==> config.mk <==
export PLATFORM = sky130hd
export DESIGN_NAME = ram_frame_writer
export DESIGN_NICKNAME = d
export VERILOG_FILES = /design/src/rtl/ram_frame_writer.sv
export SDC_FILE = /design/constraint.sdc
export NUM_CORES = 1
export LEC_CHECK = 0
export ABC_AREA = 1
export CAP_MARGIN = 0
export CORE_ASPECT_RATIO = 0.6
export CORE_MARGIN = 2
export CORE_UTILIZATION = 40
export CTS_CLUSTER_SIZE = 16
export DETAILED_ROUTE_END_ITERATION = 8
export DONT_BUFFER_PORTS = 1
export PLACE_DENSITY = 0.54
export SYNTH_ARGS = -nofsm -noshare
export SYNTH_HDL_FRONTEND = slang
export SYNTH_SLANG_ARGS = --single-unit
==> constraint.sdc <==
create_clock -name clk -period 2.2 [get_ports clk]
set_clock_uncertainty 0.1 [all_clocks]
set_input_delay 0.55 -clock clk [delete_from_list [all_inputs] [get_ports clk]]
set_output_delay 0.55 -clock clk [all_outputs]
set_load 0.005 [all_outputs]
==> src/rtl/ram_frame_writer.sv <==
// Writes a valid/ready pixel stream into ping-pong frame RAM buffers.
// It reports completed frames and flags malformed frame starts.
module ram_frame_writer #(
    parameter int unsigned DATA_W = 25,
    parameter int unsigned ADDR_W = 14,
    parameter int unsigned DEPTH  = 4800,
    parameter int unsigned FCNT_W = 8
) (
    input  logic              clk,
    input  logic              rst,
    input  logic              s_valid,
    output logic              s_ready,
    input  logic [DATA_W-1:0] s_data,
    input  logic              s_sof,
    output logic [ADDR_W-1:0] addr_wr,
    output logic [DATA_W-1:0] wr_data,
    output logic              wr_enm,
    output logic              wr_sel,
    output logic              buf_sel,
    output logic              frame_done,
    output logic [FCNT_W-1:0] frame_cnt,
    output logic              err_sof,
    output logic              err_drop
);

    localparam logic [ADDR_W-1:0] LAST_ADDR = ADDR_W'(DEPTH - 1);

    typedef enum logic [1:0] {IDLE, WRITE, DONE} state_t;

    state_t              state, state_n;
    logic [ADDR_W-1:0]   cnt, cnt_n;
    logic [ADDR_W-1:0]   addr_n, waddr;
    logic [DATA_W-1:0]   data_n;
    logic                wen_n, wsel_n, bsel_n, done_n, esof_n, edrop_n, do_write;
    logic [FCNT_W-1:0]   fcnt_n;
    logic                accept;

    // Ready depends only on state, so a stalled producer can never deadlock us.
    assign s_ready = ~rst & (state != DONE);
    assign accept  = s_valid & s_ready;

    always_comb begin
        state_n  = state;
        cnt_n    = cnt;
        addr_n   = addr_wr;
        data_n   = wr_data;
        wen_n    = 1'b0;
        wsel_n   = wr_sel;
        bsel_n   = buf_sel;
        done_n   = 1'b0;
        fcnt_n   = frame_cnt;
        esof_n   = 1'b0;
        edrop_n  = 1'b0;
        do_write = 1'b0;
        waddr    = '0;

        unique case (state)
            IDLE: begin
                if (accept) begin
                    if (s_sof) begin
                        do_write = 1'b1;
                        state_n  = WRITE;
                    end else begin
                        edrop_n = 1'b1;
                    end
                end
            end
            WRITE: begin
                if (accept) begin
                    do_write = 1'b1;
                    esof_n   = s_sof;
                    waddr    = s_sof ? '0 : cnt;
                end
            end
            DONE: begin
                state_n = IDLE;
                bsel_n  = ~buf_sel;
                fcnt_n  = frame_cnt + FCNT_W'(1);
                done_n  = 1'b1;
            end
            default: state_n = IDLE;
        endcase

        // A restart via mid-frame SOF rewrites address 0 of the same buffer.
        if (do_write) begin
            wen_n  = 1'b1;
            addr_n = waddr;
            data_n = s_data;
            wsel_n = buf_sel;
            if (waddr == LAST_ADDR) begin
                cnt_n   = '0;
                state_n = DONE;
            end else begin
                cnt_n = waddr + ADDR_W'(1);
            end
        end
    end

    always_ff @(posedge clk or posedge rst) begin
        if (rst) begin
            state      <= IDLE;
            cnt        <= '0;
            addr_wr    <= '0;
            wr_data    <= '0;
            wr_enm     <= 1'b0;
            wr_sel     <= 1'b0;
            buf_sel    <= 1'b0;
            frame_done <= 1'b0;
            frame_cnt  <= '0;
            err_sof    <= 1'b0;
            err_drop   <= 1'b0;
        end else begin
            state      <= state_n;
            cnt        <= cnt_n;
            addr_wr    <= addr_n;
            wr_data    <= data_n;
            wr_enm     <= wen_n;
            wr_sel     <= wsel_n;
            buf_sel    <= bsel_n;
            frame_done <= done_n;
            frame_cnt  <= fcnt_n;
            err_sof    <= esof_n;
            err_drop   <= edrop_n;
        end
    end

endmodule
; ---- Word-level counts from Yosys, hierarchy flattened
; Cells that the tools add are included.
[totals]
regBits = 69
inputBits = 29
output_inout_bits = 54
wordCells = 42
[classes]
addsub = 2
n_eq_ne = 4
muxes = 20
bitwise = 4
reduce_logical = 1
[op_table]
columns = operator, count
row1 = $mux 14, 4
row2 = $add 14x1->14 const B, 1
row3 = $eq 14x13->1 const B, 1
row4 = $mux 1, 10
row5 = $add 8x1->8 const B, 1
row6 = $mux 2, 4
row7 = $pmux 2 s2, 1
row8 = $and 1x1->1, 2
row9 = $eq 2x1->1 const B, 1
row10 = $eq 2x2->1 const B, 1
row11 = $logic_not 2->1, 1
row12 = $ne 2x2->1 const B, 1
row13 = $not 1->1, 2
row14 = $pmux 1 s2, 1

; ---- Depth between registers and ports, before layout
; Gate-level depths: netlist of run 1.
[logic_depth]
depth_word = 8
depth_mapped = 13

; ---- Worst setup path before layout of run 1
; No wires, ideal clock.
[synth_path]
path_kind = input to register
start = input port rst
end = register cnt[9]
arrival_ns = 2.959
setup_slack_ns = -0.976
stages = 11
path_cell_list = inv_2 -> nand4_4 -> nor3_1 -> ha_1 -> nand2_1 -> nor2_8 -> inv_4 -> nor2_4 -> nand2_4 -> nand3_1 -> nand2_1
[synth_via]
elab_chain_len = 7
[synth_rtl]
columns = item, line
row1 = "start, declared", 10  ; input logic rst,
row2 = $not 1->1 *, 39  ; assign s_ready = ~rst & (state != DONE);
row3 = $and 1x1->1 *, 39
row4 = $and 1x1->1 *, 40  ; assign accept = s_valid & s_ready;
row5 = $mux 14 *, 69  ; if (accept) begin
row6 = $mux 14 *, 57  ; unique case (state)
row7 = net waddr[0], 32  ; logic [ADDR_W-1:0] addr_n, waddr;
row8 = $add 14x1->14 / $eq 14x13->1 (equally long branches), "94, 90"
row9 = $mux 14 *, 90  ; if (waddr == LAST_ADDR) begin
row10 = "end signal, assigned", 114  ; cnt <= cnt_n;
row11 = "end, declared", 31  ; logic [ADDR_W-1:0] cnt, cnt_n;
; Mark *: on every way through the listed nets, which the timed path passes. The rest lies on a longest branch.
; A chain may end at the register's enable or synchronous reset.

; ---- Final worst setup path of run 1
[layout_path]
start = register state[1]
end = register cnt[12]
[layout_via]
elab_chain_len = 7
[layout_rtl]
columns = item, line
row1 = "start, declared", 30  ; state_t state, state_n;
row2 = "start signal, assigned", 113  ; state <= state_n;
row3 = $ne 2x2->1, 39
row4 = $and 1x1->1, 39
row5 = $and 1x1->1, 40
row6 = $mux 14, 69
row7 = $mux 14 *, 57
row8 = net waddr[1], 32
row9 = $add 14x1->14 / $eq 14x13->1 (equally long branches), "94, 90"
row10 = $mux 14 *, 90
; Marked as above.

==> results.md, run 1 <==
- Status: complete, no violations
- Req. time, crit path: 2.32 ns
- Vias in the first global route: 2,346
- Final WL: 7.63 mm
- CTS Buf Count: 9
- Pwr dens: 788 mW/mm^2
- Via Count: 2,438
- #FFs+latches synth: 69
- Gr ovfl total: 0
- # IOs: 83
- Pins over their slew limit: 0
- Ys Warns: 0
- Antenna cells: 0
- FMAX: 494 MHz
- DRT Pass-1 Iters: 5
- # port buffers: 0
- Hold WS: 0.0410 ns
- Clk pwr share: 47.5%
- P_leak: 1.94 nW
- GRT Total Usage: 18.6%
- Die Area: 0.00892 sq mm
- First-pass GRT wire length: 12.5 mm
- Top cells by area in the synthesized netlist: dfrtp_1 (53%), nand2_1 (18%), nand3_1 (3.5%)
- Hold buffers post-CTS: 0
- Crit share post-route: 92.0%
- Gpl congestion: 0.859
- Setup crit start kind: register
- R2R setup slack: 0.18 ns
- Worst-Margin Slew: 0.661 ns
- Part of the power in registers: 46.8%
- Initial antenna violation count: 0
- Post-Syn Area: 0.00326 sq mm
- Clk slew on worst S/H paths: 0.06 ns
- Layout cells sized above 1: 19.3%
- Final nets: 426
- Maxcap violations: 0
- Slew HR: 55.9%
- Drt first-iter violations: 198
- Combinational Power Share: 5.8%
- Critical path arrival: 2.15 ns
- Power Total: 3.00 mW
- FF-to-FF path depth: 12
- Routed len/inst: 15.0 um
- CTS sink count: 69
- Avg Inst Size Synth: 8.66 sq um
- Seq/Total Area, Yosys: 52.9%
- Yosys top cell area share: 52.9%
- Hpwl dp: 5.52 mm
- Count of cell types in the netlist: 30
- Post-route setup slack: 0.176 ns
- RR Endpoint: cnt[12]$_DFFE_PP0P_
- Synth Instances: 377
- Clk_lat worst skew: 0.33 ns
- Critical Path Fanout Max: 8
- Antenna-violating nets left: 0
- Synthesis-to-finish area growth: 16.6%
- # DRC: 0
- Switching power: 0.721 mW
- Internal: 2.28 mW
- Worst Setup Path Type: reg -> reg
- CTS tree: yes
- Placement Setup Slack: 0.0528 ns
- Peak VDD IR: 0.346 mV
- Switching share of power: 24.0%
- Area of the core: 0.00788 sq mm
- Syn_nets: 408
- Final setup fails: 0
- Starting density of the core: 41.4%
- Reg2Reg Launch Point: state[1]$_DFF_PP0_
- Row count: 25
- Largest net degree at the start of global routing: 52
- Number of H-tree levels: 3
- Die H: 74.0 um
- Min cycle time layout: 2.02 ns
- Dominant cell type by area after synthesis: dfrtp_1
- Clock buffer depth: 2
- Crit. End Element: register
- Clock Tree Root: clkbuf_16
- Worst hold path type: in -> async
- Final Hold Fails: 0
- Vias per cell: 4.80
- CP Launch Point: state[1]$_DFF_PP0_
- Die width: 121 um
-- sequential cells by signal, summed over array words and instances (netlist names) --
name	flops
frame_cnt	8
state	2
buf_sel	1
wr_enm	1
wr_sel	1
frame_done	1
err_sof	1
err_drop	1
cnt	14
wr_data	25
addr_wr	14
-- layer usage --
layer,up-vias,GRT usage (%),wire [um]
met1,1124,27.8,3900
met2,92,23.5,2990
met5,-,0,0
li1,1220,-,-
met3,2,7.59,697
met4,0,7.36,42
-- stage by stage --
step	utilization, %	TNS [ns]	instances	instance area [sq um]
detailed placement	44.0	0	488	3460
global route	48.3	-0.0165	508	3810
floorplan	-	0	377	3290
finish	48.3	0	508	3810
CTS	47.8	0	504	3760
global placement	44.0	0	488	3460
-- critical path, cell delays in order (launching register included) --
cell and delay [ns]:
dfrtp_1 0.41, inv_2 0.12, nand2_4 0.07, inv_4 0.09, nand2_1 0.10, nor2_1 0.12
ha_2 0.20, nand2_2 0.10, nor2_8 0.19, buf_4 0.14, nand4_1 0.12, nand3_1 0.11
nand2_1 0.05
-- synthesized netlist by cell type (all sizes together) --
master  count
nor4        2
a21oi       2
nand3b      1
ha          2
nand3      24
buf         9
inv        34
nor2       31
xnor2       5
a31o        1
o21ai      10
nor3        9
dfrtp      69
nand2     165
xor2        4
nand4       9
-- cell families (layout without fill, tap and decap cells) --
logic type / after synthesis / count (layout) / share of synthesized area, %
AO/OA/AOI/OAI: 13 / 13 / 2.11
XOR/XNOR: 9 / 9 / 2.42
adder cells (fa/ha/maj): 2 / 2 / 0.767
buffers and inverters: 43 / 66 / 5.56
flip-flops: 69 / 69 / 52.9
AND/OR/NAND/NOR: 241 / 241 / 36.2
-- layout by cell type (no fill, tap or decap), drive strengths merged --
cell and instances:
nand3b 1, xnor2 5, a31o 1, bufinv 1
ha 2, nand2 165, clkinv 2, nor4 2
a21oi 2, clkinvlp 3, buf 16, nor2 31
clkbuf 9, nor3 9, nand3 24, dfrtp 69
inv 35, o21ai 10, nand4 9, xor2 4
-- area by class of cell --
cell class / instances / area (sq um)
fillers: 767 / 4080
flip-flops and latches: 69 / 1730
multi-input cells: 265 / 1370
clock buffers: 9 / 225
inverters: 34 / 149
well taps: 108 / 135
repair buffers: 16 / 120
clock inverters: 7 / 75.1
-- power groups by stage --
stage	clock (mW)	sequential, mW	combinational, mW
finish	1.42	1.40	0.173
global route	1.53	1.41	0.204
CTS	1.48	1.40	0.177
detailed placement	0	1.42	0.178
global placement	0	1.42	0.173
floorplan	0	1.41	0.136
-- how the worst max path moves through the flow --
stage / to / slack (ns) / cells past startpoint
CTS: cnt[1]$_DFFE_PP0P_ / 0.05 / 13
finish: cnt[12]$_DFFE_PP0P_ / 0.18 / 12
detailed placement: cnt[12]$_DFFE_PP0P_ / 0.05 / 13
global placement: cnt[9]$_DFFE_PP0P_ / 0.13 / 13
floorplan: cnt[12]$_DFFE_PP0P_ / 0.01 / 11
global route: cnt[0]$_DFFE_PP0P_ / -0.02 / 13
-- what timing repair did --
action                                  4_1_cts  5_1_grt
gates resized for setup                       0        6
buffers inserted                              0        4
endpoints found under the setup margin        0       13
Power figures use the tool's default switching activity.
==> run 2, diff against run 1 <==
--- a/config.mk
+++ b/config.mk
@@ -14,6 +14,7 @@
 export DETAILED_ROUTE_END_ITERATION = 8
 export DONT_BUFFER_PORTS = 1
 export PLACE_DENSITY = 0.54
+export SKIP_LAST_GASP = 1
 export SYNTH_ARGS = -nofsm -noshare
 export SYNTH_HDL_FRONTEND = slang
 export SYNTH_SLANG_ARGS = --single-unit
==> run 2 against run 1 <==
Effect of this change: routed wire length up 0.20%; cell count unchanged; hold slack worse by 0.0064 ns; sequential cell count unchanged; combinational power about the same; clock power about the same; first-iteration DRC count down 1.5%; register-to-register slack about the same; clock-buffer cell count unchanged; sequential share of layout area about the same; via count up 2.0%; total power up 0.30%; critical endpoint unchanged; largest cell class unchanged.
==> results.md, run 2 (synthesized netlist as in run 1, its figures left out) <==
- Clk_lat worst skew: 0.33 ns
- Peak VDD IR: 0.358 mV
- Critical Path Fanout Max: 8
- Worst Setup Path Type: reg -> reg
- DRT Pass-1 Iters: 4
- Number of H-tree levels: 3
- Final WL: 7.65 mm
- Drt first-iter violations: 195
- Largest net degree at the start of global routing: 52
- Clk slew on worst S/H paths: 0.06 ns
- Antenna cells: 0
- Die Area: 0.00892 sq mm
- Die H: 74.0 um
- Pins over their slew limit: 0
- Starting density of the core: 41.4%
- Final Hold Fails: 0
- Crit. End Element: register
- Critical path arrival: 2.16 ns
- Worst hold path type: in -> async
- Most common cell after layout, fill and taps aside: nand2_1
- Gpl congestion: 0.859
- # DRC: 0
- Setup crit start kind: register
- GRT Total Usage: 18.6%
- RSZ-0062 raised after global routing: true
- Max reg flops: 25
- Routed len/inst: 15.1 um
- Setup_tns: 0 ns
- Final setup fails: 0
- Vias in the first global route: 2,346
- Antenna-violating nets left: 0
- Initial antenna violation count: 0
- # IOs: 83
- Gr ovfl total: 0
- Pwr dens: 790 mW/mm^2
- Crit share post-route: 92.4%
- FMAX: 492 MHz
- CTS Buf Count: 9
- P_leak: 1.94 nW
- Clock buffer depth: 2
- Via Count: 2,486
- Req. time, crit path: 2.33 ns
- Status: complete, no violations
- Row count: 25
- Layout cells sized above 1: 19.0%
- Worst-Margin Slew: 0.660 ns
- Largest regs: wr_data (25), addr_wr (14), cnt (14)
- Reg with most FFs: wr_data
- Die width: 121 um
- First-pass GRT wire length: 12.5 mm
- # port buffers: 0
- Hold WS: 0.0346 ns
- Synthesis-to-finish area growth: 16.6%
- CTS tree: yes
- Most frequent cells in the layout: nand2_1 (154), dfrtp_1 (69), inv_1 (27)
- Min cycle time layout: 2.03 ns
- Clock Tree Root: clkbuf_16
- Slew HR: 56.0%
- CTS sink count: 69
- Maxcap violations: 0
- Area of the core: 0.00788 sq mm
- Vias per cell: 4.89
- Hpwl dp: 5.52 mm
- Final nets: 426
==> run 2: layout make-up <==
type | instances | area (sq um)
Inverter | 34 | 149
Multi-Input combinational cell | 265 | 1370
Sequential cell | 69 | 1730
Fill cell | 766 | 4080
Tap cell | 108 | 135
Clock inverter | 7 | 75.1
Clock buffer | 9 | 225
Timing Repair Buffer | 16 | 120
==> run 2: critical path, cell delays in order, from the launching register on <==
cell	delay, ns
dfrtp_1	0.41
inv_2	0.12
nand2_4	0.07
inv_4	0.10
nand2_1	0.10
nor2_1	0.12
ha_2	0.20
nand2_2	0.10
nor2_8	0.19
buf_4	0.14
nand4_1	0.13
nand3_1	0.11
nand2_1	0.05
==> run 2: worst paths after layout <==
path | startpoint | end | slack, ns | cells after the start
worst max-delay path | state[1]$_DFF_PP0_ | cnt[12]$_DFFE_PP0P_ | 0.17 | 12
worst min-delay path | rst | frame_done$_DFF_PP0_ | 0.03 | 2
worst max register to register | state[1]$_DFF_PP0_ | cnt[12]$_DFFE_PP0P_ | 0.17 | 12
worst min register to register | cnt[12]$_DFFE_PP0P_ | cnt[12]$_DFFE_PP0P_ | 0.39 | 2
max in group asynchronous | rst | addr_wr[7]$_DFFE_PP0P_ | 1.35 | 2
min in group clk | s_data[22] | wr_data[22]$_DFFE_PP0P_ | 0.23 | 2
==> run 2: timing repair <==
action | 4_1_cts | 5_1_grt
hold buffers | 0 | 0
buffers inserted | 0 | 4
setup endpoints to repair | 0 | 13
resized for setup | 0 | 5
==> run 2: where the power goes <==
part | leakage (nW) | internal (mW) | switching, mW | total, mW
Combinational | 0.895 | 0.0550 | 0.118 | 0.173
Clock | 0.138 | 0.880 | 0.552 | 1.43
Sequential | 0.911 | 1.34 | 0.0597 | 1.40
Total | 1.94 | 2.28 | 0.730 | 3.01
==> run 2: per-stage QoR <==
stage | setup slack (ns) | cell area, sq um | power [mW] | std cells | utilization (%)
detailed placement | 0.0528 | 3460 | 1.60 | 488 | 44.0
finish | 0.168 | 3800 | 3.01 | 508 | 48.3
floorplan | 0.00986 | 3290 | 1.54 | 377 | -
global placement | 0.126 | 3460 | 1.60 | 488 | 44.0
global route | -0.0199 | 3800 | 3.15 | 508 | 48.3
CTS | 0.0453 | 3760 | 3.06 | 504 | 47.8
==> run 2: routing by layer <==
metal	GRT usage [%]	up-vias	share of wire (%)
met2	23.5	111	39
met4	7.36	0	1.5
met3	7.59	9	10
met1	27.8	1144	50
li1	-	1222	-
met5	0	-	0
==> run 3, diff against run 2 <==
--- a/config.mk
+++ b/config.mk
@@ -9,11 +9,11 @@
 export CAP_MARGIN = 0
 export CORE_ASPECT_RATIO = 0.6
 export CORE_MARGIN = 2
-export CORE_UTILIZATION = 40
+export CORE_UTILIZATION = 25
 export CTS_CLUSTER_SIZE = 16
 export DETAILED_ROUTE_END_ITERATION = 8
 export DONT_BUFFER_PORTS = 1
-export PLACE_DENSITY = 0.54
+export PLACE_DENSITY = 0.38
 export SKIP_LAST_GASP = 1
 export SYNTH_ARGS = -nofsm -noshare
 export SYNTH_HDL_FRONTEND = slang
==> run 3 against run 2 <==
Effect of this change: first-iteration DRC count decreased by 7.2%; clock power about the same; register-to-register slack got worse by 0.02 ns; total power about the same; combinational power increased by 3%; non-clock buffer count decreased by 3; critical path depth increased by 1; utilization decreased by 18 points; via count decreased by 1.1%.
==> results.md, run 3 (synthesized netlist as in run 1, its figures left out) <==
- Layout cells sized above 1: 17.2%
- Post-layout util: 30.2%
- Largest net degree at the start of global routing: 58
- Peak VDD IR: 0.294 mV
- Row count: 32
- Worst-Margin Slew: 0.757 ns
- Most frequent cells in the layout: nand2_1 (155), dfrtp_1 (68), inv_1 (27)
- Pwr dens: 780 mW/mm^2
- First-pass GRT wire length: 13.8 mm
- Largest regs: wr_data (25), addr_wr (14), cnt (14)
- R2R setup slack: 0.15 ns
- P_leak: 1.94 nW
- Min cycle time layout: 2.05 ns
- Power Total: 3.01 mW
- Gpl congestion: 0.830
- Antenna-violating nets left: 0
- Placed cell area: 0.00355 sq mm
- Drt first-iter violations: 181
- Starting density of the core: 25.5%
- Final nets: 423
- Post-route setup slack: 0.146 ns
- Most common cell after layout, fill and taps aside: nand2_1
- Post-CTS Setup Bufs: 0
- Die Area: 0.0140 sq mm
- # port buffers: 0
- Vias per cell: 4.34
- Number of H-tree levels: 3
- Final WL: 8.79 mm
- FMAX: 487 MHz
- Crit share post-route: 93.4%
- Clk slew on worst S/H paths: 0.06 ns
- Setup_tns: 0 ns
- Initial antenna violation count: 0
- Hpwl dp: 6.46 mm
- DRT Pass-1 Iters: 4
- Setup crit start kind: register
- Antenna cells: 0
- Worst Setup Path Type: reg -> reg
- Vias in the first global route: 2,395
- Clock Tree Root: clkbuf_16
- RR Endpoint: cnt[7]$_DFFE_PP0P_
- Die H: 92.5 um
- Area of the core: 0.0128 sq mm
- Critical Path Fanout Max: 9
- Clock buffer depth: 2
- GRT Total Usage: 13.4%
- Final setup fails: 0
- # IOs: 83
- Gr ovfl total: 0
- Final Hold Fails: 0
- CTS sink count: 69
- Worst hold path type: in -> reg
- CTS Buf Count: 9
- FF-to-FF path depth: 13
- Placement Setup Slack: 0.0754 ns
- Maxcap violations: 0
- Critical path arrival: 2.17 ns
- CTS tree: yes
- CP Launch Point: state[1]$_DFF_PP0_
- Req. time, crit path: 2.31 ns
- RSZ-0062 raised after global routing: false
- Reg2Reg Launch Point: state[1]$_DFF_PP0_
- Slew HR: 49.5%
- Die width: 151 um
- Routed len/inst: 15.5 um
- Post-route design area: 0.00386 sq mm
- Max reg flops: 25
- Synthesis-to-finish area growth: 18.2%
- Via Count: 2,458
- Status: complete, no violations
- Clk_lat worst skew: 0.32 ns
- # DRC: 0
- Crit. End Element: register
- CP endpoint: cnt[7]$_DFFE_PP0P_
- Reg with most FFs: wr_data
- Pins over their slew limit: 0
[run 3: cell count changes in the layout (fill, tap and decap cells not counted), sizes merged]
cell and change:
clkinvlp -3, dlygate4sd3 +1, inv -1, buf -4
clkinv +1, clkbuf +2
[run 3: cell type report]
type                            instances  area (sq um)
Timing Repair Buffer                   13           113
Inverter                               34           146
Tap cell                              170           213
Fill cell                            1356          8910
Multi-Input combinational cell        265          1370
Clock buffer                           11           243
Clock inverter                          4          48.8
Sequential cell                        69          1730
[run 3: where the power goes]
| part | internal (mW) | switching (mW) | leakage, nW |
|---|---|---|---|
| logic | 0.0568 | 0.122 | 0.884 |
| clock network | 0.900 | 0.529 | 0.145 |
| registers | 1.34 | 0.0588 | 0.911 |
[run 3: worst max-delay path, cell delays in order, from the launching register on]
cell	delay (ns)
dfrtp_1	0.41
inv_2	0.13
nand2_4	0.08
inv_2	0.06
nand2_1	0.07
nor2_1	0.12
ha_1	0.20
nand2_1	0.14
nor2_8	0.20
inv_4	0.05
nor2_4	0.11
nand2_4	0.11
nand3_1	0.10
nand2_1	0.06
[run 3: routing by layer]
layer  global-route usage, %  vias to the layer above  wire length, um
met5                       0                        -                0
li1                        -                     1213                -
met4                    4.40                        0               68
met3                    6.60                        4             1010
met1                    20.5                     1145             4560
met2                    15.6                       96             3160
[run 3: worst min-delay path by stage]
stage	from	to	depth (start not counted)
2_1_floorplan	rst	addr_wr[0]$_DFFE_PP0P_	1
3_3_place_gp	rst	addr_wr[2]$_DFFE_PP0P_	1
3_5_place_dp	rst	addr_wr[2]$_DFFE_PP0P_	1
4_1_cts	s_data[20]	wr_data[20]$_DFFE_PP0P_	2
5_1_grt	s_data[11]	wr_data[11]$_DFFE_PP0P_	2
6_report	s_data[20]	wr_data[20]$_DFFE_PP0P_	2
[run 3: metrics by stage]
stage	hold slack, ns	std cells
after floorplan	0.271	377
after global placement	0.210	550
after detailed placement	0.212	550
after CTS	0.214	566
after global routing	0.224	566
final	0.233	566
[run 3: timing repair]
action / CTS / global route
endpoints found under the hold margin: 12 / 0
hold buffers: 1 / 0
setup endpoints to repair: 0 / 11
gates resized for setup: 0 / 2
